<file path="config.mk">
export PLATFORM = sky130hd
export DESIGN_NAME = mem_access_unit
export DESIGN_NICKNAME = d
export VERILOG_FILES = /design/src/rtl/mem_access_unit.sv
export SDC_FILE = /design/constraint.sdc
export NUM_CORES = 1
export LEC_CHECK = 0
export BUFFER_PORTS_ARGS = -buffer_cell sky130_fd_sc_hd__buf_2
export CAP_MARGIN = 20
export CORE_MARGIN = 3
export CORE_UTILIZATION = 45
export CTS_BUF_LIST = sky130_fd_sc_hd__clkbuf_8
export CTS_CLUSTER_DIAMETER = 50
export DETAILED_ROUTE_END_ITERATION = 7
export HOLD_SLACK_MARGIN = 0.08
export PLACE_DENSITY_LB_ADDON = 0.05
export SYNTH_ARGS = -nofsm -noshare
export SYNTH_HDL_FRONTEND = slang
export SYNTH_SLANG_ARGS = --single-unit
</file>
<file path="constraint.sdc">
create_clock -name clk_i -period 1.5 [get_ports clk_i]
set_input_delay 0.45 -clock clk_i [delete_from_list [all_inputs] [get_ports clk_i]]
set_output_delay 0.45 -clock clk_i [all_outputs]
set_load 0.01 [all_outputs]
</file>
<file path="src/rtl/mem_access_unit.sv">
// MEM-stage load/store unit: drives a req/ack data memory, stalls upstream while an
// access is outstanding, registers results toward MEM/WB and aborts hung accesses.
module mem_access_unit #(
    parameter int TIMEOUT_CYCLES = 64,
    parameter int CNT_W          = 8
) (
    input  logic        clk_i,
    input  logic        rst_i,
    input  logic        RegWrite_i,
    input  logic        MemtoReg_i,
    input  logic        MemWrite_i,
    input  logic        ExtOp_i,
    input  logic [31:0] ALUdata_i,
    input  logic [31:0] Write_data_i,
    input  logic [4:0]  instr_i,
    output logic        stall_o,
    output logic        mem_req_o,
    output logic        mem_we_o,
    output logic [31:0] mem_addr_o,
    output logic [31:0] mem_wdata_o,
    input  logic        mem_ack_i,
    input  logic [31:0] mem_rdata_i,
    output logic        RegWrite_o,
    output logic        MemtoReg_o,
    output logic        ExtOp_o,
    output logic [31:0] ALUdata_o,
    output logic [31:0] Read_data_o,
    output logic [4:0]  instr_o,
    output logic        err_o
);

    typedef enum logic [0:0] {ST_IDLE = 1'b0, ST_WAIT = 1'b1} state_t;

    state_t             r_state, w_state_next;
    logic [CNT_W-1:0]   r_cnt, w_cnt_next;
    logic               r_req, w_req_next;
    logic               r_we, w_we_next;
    logic [31:0]        r_addr, w_addr_next;
    logic [31:0]        r_wdata, w_wdata_next;
    logic               r_lat_regwrite, w_lat_regwrite_next;
    logic               r_lat_memtoreg, w_lat_memtoreg_next;
    logic               r_lat_extop, w_lat_extop_next;
    logic [4:0]         r_lat_instr, w_lat_instr_next;
    logic               r_regwrite, w_regwrite_next;
    logic               r_memtoreg, w_memtoreg_next;
    logic               r_extop, w_extop_next;
    logic [31:0]        r_aludata, w_aludata_next;
    logic [31:0]        r_rdata, w_rdata_next;
    logic [4:0]         r_instr, w_instr_next;
    logic               r_err, w_err_next;
    logic               w_stall;
    logic               w_access;
    logic               w_timeout_hit;

    assign w_access      = MemtoReg_i | MemWrite_i;
    assign w_timeout_hit = (r_cnt == CNT_W'(TIMEOUT_CYCLES - 1));

    // Next-state, stall and next-output computation; every register holds by default.
    always_comb begin
        w_state_next        = r_state;
        w_cnt_next          = r_cnt;
        w_req_next          = r_req;
        w_we_next           = r_we;
        w_addr_next         = r_addr;
        w_wdata_next        = r_wdata;
        w_lat_regwrite_next = r_lat_regwrite;
        w_lat_memtoreg_next = r_lat_memtoreg;
        w_lat_extop_next    = r_lat_extop;
        w_lat_instr_next    = r_lat_instr;
        w_regwrite_next     = r_regwrite;
        w_memtoreg_next     = r_memtoreg;
        w_extop_next        = r_extop;
        w_aludata_next      = r_aludata;
        w_rdata_next        = r_rdata;
        w_instr_next        = r_instr;
        w_err_next          = r_err;
        w_stall             = 1'b0;
        case (r_state)
            ST_IDLE: begin
                if (w_access) begin
                    w_stall             = 1'b1;
                    w_state_next        = ST_WAIT;
                    w_cnt_next          = {CNT_W{1'b0}};
                    w_req_next          = 1'b1;
                    w_we_next           = MemWrite_i;
                    w_addr_next         = ALUdata_i;
                    w_wdata_next        = Write_data_i;
                    w_lat_regwrite_next = RegWrite_i;
                    w_lat_memtoreg_next = MemtoReg_i;
                    w_lat_extop_next    = ExtOp_i;
                    w_lat_instr_next    = instr_i;
                    w_regwrite_next     = 1'b0;
                    w_memtoreg_next     = 1'b0;
                end else begin
                    w_regwrite_next = RegWrite_i;
                    w_memtoreg_next = MemtoReg_i;
                    w_extop_next    = ExtOp_i;
                    w_aludata_next  = ALUdata_i;
                    w_instr_next    = instr_i;
                end
            end
            ST_WAIT: begin
                // Ack has priority over a coincident timeout.
                if (mem_ack_i) begin
                    w_state_next    = ST_IDLE;
                    w_req_next      = 1'b0;
                    w_regwrite_next = r_lat_regwrite;
                    w_memtoreg_next = r_lat_memtoreg;
                    w_extop_next    = r_lat_extop;
                    w_aludata_next  = r_addr;
                    w_instr_next    = r_lat_instr;
                    if (!r_we) begin
                        w_rdata_next = mem_rdata_i;
                    end else begin
                        w_rdata_next = r_rdata;
                    end
                end else if (w_timeout_hit) begin
                    w_state_next    = ST_IDLE;
                    w_req_next      = 1'b0;
                    w_err_next      = 1'b1;
                    w_regwrite_next = 1'b0;
                    w_memtoreg_next = 1'b0;
                end else begin
                    w_stall    = 1'b1;
                    w_cnt_next = r_cnt + CNT_W'(1);
                end
            end
            default: begin
                w_state_next = ST_IDLE;
                w_req_next   = 1'b0;
            end
        endcase
    end

    // State and output registers with synchronous reset.
    always_ff @(posedge clk_i) begin
        if (rst_i) begin
            r_state        <= ST_IDLE;
            r_cnt          <= {CNT_W{1'b0}};
            r_req          <= 1'b0;
            r_we           <= 1'b0;
            r_addr         <= 32'h0;
            r_wdata        <= 32'h0;
            r_lat_regwrite <= 1'b0;
            r_lat_memtoreg <= 1'b0;
            r_lat_extop    <= 1'b0;
            r_lat_instr    <= 5'h0;
            r_regwrite     <= 1'b0;
            r_memtoreg     <= 1'b0;
            r_extop        <= 1'b0;
            r_aludata      <= 32'h0;
            r_rdata        <= 32'h0;
            r_instr        <= 5'h0;
            r_err          <= 1'b0;
        end else begin
            r_state        <= w_state_next;
            r_cnt          <= w_cnt_next;
            r_req          <= w_req_next;
            r_we           <= w_we_next;
            r_addr         <= w_addr_next;
            r_wdata        <= w_wdata_next;
            r_lat_regwrite <= w_lat_regwrite_next;
            r_lat_memtoreg <= w_lat_memtoreg_next;
            r_lat_extop    <= w_lat_extop_next;
            r_lat_instr    <= w_lat_instr_next;
            r_regwrite     <= w_regwrite_next;
            r_memtoreg     <= w_memtoreg_next;
            r_extop        <= w_extop_next;
            r_aludata      <= w_aludata_next;
            r_rdata        <= w_rdata_next;
            r_instr        <= w_instr_next;
            r_err          <= w_err_next;
        end
    end

    assign stall_o     = w_stall;
    assign mem_req_o   = r_req;
    assign mem_we_o    = r_we;
    assign mem_addr_o  = r_addr;
    assign mem_wdata_o = r_wdata;
    assign RegWrite_o  = r_regwrite;
    assign MemtoReg_o  = r_memtoreg;
    assign ExtOp_o     = r_extop;
    assign ALUdata_o   = r_aludata;
    assign Read_data_o = r_rdata;
    assign instr_o     = r_instr;
    assign err_o       = r_err;

endmodule

</file>
# Word-level counts from Yosys, hierarchy flattened
# Cells that the tools add are included.
# word_totals
out_inout_bits,140
wordCells,62
inputBits,108
latchBits,0
ff_bits,156
memories,0
ramBits,0
rom_bits,0
# op_classes
n_eq_ne,7
div,0
n_mux,27
n_bitwise,4
n_addsub,1
n_mul,0
magnitude_cmp,0
n_shift,0
n_reduce_logical,6
# ops
operator,count
$mux W32,2
$pmux W32 S2,1
$mux W8,3
$pmux W8 S2,1
$mux W1,12
$mux W5,2
$ne A2 B2 Y1 const B,5
$pmux W1 S2,5
$pmux W5 S2,1
$reduce_and A3 Y1,3
$add A8 B1 Y8 const B,1
$eq A8 B6 Y1 const B,1
$reduce_and A2 Y1,3
$ne A3 B2 Y1 const B,1
$not A1 Y1,3
$or A1 B1 Y1,1

# Logic depth before layout (Yosys ltp)
# logic_depth
depth_word,4
depth_mapped,7
mapped_depth_nobuf,5

# Worst setup path after synthesis
# OpenSTA, ideal clock, no wires.
# synth_path
kind,register to output
startpoint,register r_cnt[0]
endpoint,output port stall_o
n_path_buf,1
stages_incl_launch_ff,6
setup_slack_ns,-0.170
arrival_ns,1.220
path_cell_list,dfxtp_1 > ha_1 > nand4_1 > o21ai_4 > buf_6 > nand2_1
# synth_between
elab_chain_cells,4
# synth_lines
element,line,source
"start, declared",35,"logic [CNT_W-1:0] r_cnt, w_cnt_next;"
"start signal, assigned",139,r_cnt <= {CNT_W{1'b0}};
"start signal, assigned",157,r_cnt <= w_cnt_next;
$eq A8 B6 Y1,56,assign w_timeout_hit = (r_cnt == CNT_W'(TIMEOUT_CYCLES - 1));
$mux W1,117,end else if (w_timeout_hit) begin
$mux W1,104,if (mem_ack_i) begin
$pmux W1 S2,78,case (r_state)
"end, declared",16,"output logic stall_o,"
# Every way passes these cells.

# Final worst setup path
# layout_path
startpoint,register r_cnt[7]
endpoint,output port stall_o
# The elaborated chain is that of the path after synthesis.

==> impl_metrics.tcl <==
set metrics [dict create \
    dr.pass1.iters 4 \
    synth_commonest_cells "nand2_1 (212), dfxtp_1 (156), a21oi_1 (108), nor2_1 (45), mux2i_1 (40)" \
    ys.flop_type "dfxtp_1" \
    drt-wirelength-per-cell_um 14.8 \
    io_pins 248 \
    critPathMaxFanout 2 \
    drt_iter0_markers 340 \
    synth.distinct_cells 45 \
    antennaDiodeCount 0 \
    grt.total_usage_pct 21.5 \
    pre_cts_ws_ns -0.138 \
    start_kind "flip-flop" \
    critPathCapture "stall_o" \
    die_w_um 121 \
    hold_violations 0 \
    finish.net_count 1071 \
    yosysMostFrequentCell "nand2_1" \
    max_freq_mhz 499 \
    portBuffers 247 \
    cts_num_sinks 156 \
    syn_inst 701 \
    comb_power_share_pct 18.5 \
    synth_area_sq_um 5930 \
    critical_path_arrival_ns 1.56 \
    avgSynthCellArea_sq_um 8.45 \
    die_area_sq_um 14600 \
    fin_skew_ns 0.00712 \
    total_power_mw 9.82 \
    async_flop_share_pct 0 \
    root_buffer "clkbuf_8" \
    synth-edff-count 0 \
    layout_setup_ws_ns -0.505 \
    min_path_type "in -> reg" \
    fin_crit_ns 2.01 \
    via_per_inst 5.06 \
    grt_start_max_net_pins 64 \
    p_clk_share_pct 34.5 \
    insertion_delay_ns 0.44 \
    worstMarginPinSlew_ns 0.426 \
    status "complete, but fails checks" \
    r2r-start "r_cnt[1]" \
    p_per_area_nw_per_um2 1170 \
    tritoncts "built" \
    worstPathRequired_ns 1.05 \
    hold_buffers 0 \
    sw_frac_of_total_pct 26.6 \
    netlist_top_cells_area "dfxtp_1 (53%), nand2_1 (13%), a21oi_1 (9.1%)" \
    start_util_pct 46.4 \
    setup_viol 4 \
    violations "setup timing" \
    gpl.final_weighted_congestion 0.801 \
    path_cells "or3b_4 > o21ai_4 > nand2_4 > buf_6" \
    power.switching_mw 2.61 \
    area_growth_syn_to_layout_pct 41.2 \
    drc 0 \
    critPathMaxStageDelay_ns 0.41 \
    p_int_mw 7.21 \
    via_count 5803 \
    drive_above_1_share_pct 37.8 \
    max-vdd-ir-drop_v 0.000651 \
    rows 41 \
    cts_buffers 17 \
    ant_nets 0 \
    timing.final.max_slew_violations 0 \
    routed_wl_um 16900 \
    maxCapViolCount 0 \
    n_fill_cell 1110 \
    grt_pass1_vias 5406 \
    core_area_sq_um 12800 \
    cp_slowest_cell "or3b_4" \
    htree_num_levels 4 \
    multi_input_area_sq_um 2710 \
    dieHeight_um 121 \
    pwr-share-seq_pct 47.0 \
    cellLeakagePower_nw 3.82 \
    end_kind "output port" \
    ys_seq_area_share_pct 52.7 \
    clock_path_buffers 2 \
    antenna_found_initial 0 \
    reg2reg_depth 6 \
    worstSetupPathType "reg -> out" \
    ys_ff_latch 156 \
    synth.net_count 810 \
    yosysTopAreaCell "dfxtp_1" \
    reg2reg_to "r_cnt[5]" \
    grt_pass1_wl_um 25400 \
    relSlewSlack_pct 71.6 \
    r2r_slack_ns -0.12 \
    rsz0062_at_grt "yes" \
    clk_pin_slew_ns 0.08 \
    post-route-period-util_pct 134 \
    overflow 0 \
    crit_start "r_cnt[7]" \
    register_area_sq_um 3130 \
    synth.top_cell.area_share_pct 52.7 \
    ys_warn_count 0 \
    dp_hpwl_um 11200 \
]
## critical path, delay by kind of cell (launching register included)
kind	cells	cell delay (ns)
simple gates	2	0.47
compound gates	1	0.20
buf+inv	1	0.12
flops	1	0.32
## stage by stage
stage | setup TNS, ns | utilization (%) | cells | hold WS [ns] | cell area (sq um)
floorplan | -0.0949 | - | 701 | 0.436 | 5940
global placement | -2.92 | 59.2 | 1104 | 0.439 | 7560
detailed placement | -5.59 | 59.2 | 1104 | 0.444 | 7560
CTS | -0.645 | 63.2 | 1138 | 0.196 | 8070
global route | -1.23 | 65.5 | 1146 | 0.197 | 8370
finish | -0.731 | 65.5 | 1146 | 0.237 | 8370
## registers in the layout (all words and copies together) (netlist names), 5 cells and up
signal	cells
mem_addr_o	32
mem_wdata_o	32
ALUdata_o	32
r_lat_instr	5
instr_o	5
Read_data_o	32
r_cnt	8
## cells by family after synthesis
| family | share of synthesized area [%] |
|---|---|
| multiplexers | 6.76 |
| AO/OA/AOI/OAI | 16.7 |
| AND/OR/NAND/NOR | 19.2 |
| flip-flops | 52.7 |
| buffers and inverters | 4.39 |
| adder cells (fa/ha/maj) | 0.211 |
## area by class of cell
type / count / share of cell area (%)
clock inverters: 7 / 1.32
multi-input cells: 487 / 32.3
well taps: 172 / 2.57
flip-flops and latches: 156 / 37.4
repair buffers: 299 / 22.4
clock buffers: 24 / 3.95
inverters: 1 / 0.0448
## how the worst min path moves through the flow
stage	to	startpoint	cells after the start
2_1_floorplan	r_lat_extop	r_lat_extop	2
3_3_place_gp	Read_data_o[1]	Read_data_o[1]	2
3_5_place_dp	mem_wdata_o[2]	mem_wdata_o[2]	2
4_1_cts	Read_data_o[29]	mem_rdata_i[29]	3
5_1_grt	Read_data_o[29]	mem_rdata_i[29]	3
6_report	Read_data_o[29]	mem_rdata_i[29]	3
## routing by layer
layer / GRT usage, % / wire (um) / vias to the layer above
met5: 0 / 0 / -
met4: 8.29 / 257 / 0
met3: 6.88 / 1290 / 20
met2: 35.9 / 8410 / 203
met1: 25.7 / 6960 / 2692
li1: - / - / 2888
## power by group through the flow
stage	combinational (mW)	sequential [mW]	clock [mW]
CTS	1.65	4.61	3.48
finish	1.82	4.62	3.38
floorplan	0.769	4.82	0
global placement	1.56	4.69	0
detailed placement	1.60	4.71	0
global route	1.99	4.65	3.65
## what timing repair did
item                                    in CTS  in global routing
endpoints found under the setup margin      10                 81
gates resized for setup                      8                 32
pin swaps                                    6                  6
cloned                                       1                  5
buffers inserted                             2                  5
## placed cells by master, fill, tap and decap left out, types with 2 or more instances in the layout
cell,count
nand3b_1,2
nand2_1,211
nand3_2,2
buf_12,10
nand3_1,2
dfxtp_1,150
bufinv_16,3
nor3b_1,2
nand4_1,2
a211oi_2,12
nand4b_1,2
nor2_1,42
a21oi_1,107
a211oi_1,26
buf_6,6
nor2_2,3
inv_1,3
buf_4,32
clkbuf_16,4
dfxtp_2,6
mux2i_1,40
a21oi_2,2
a31oi_1,2
o21ai_0,3
clkbuf_8,24
buf_2,245
Power figures use the tool's default switching activity.
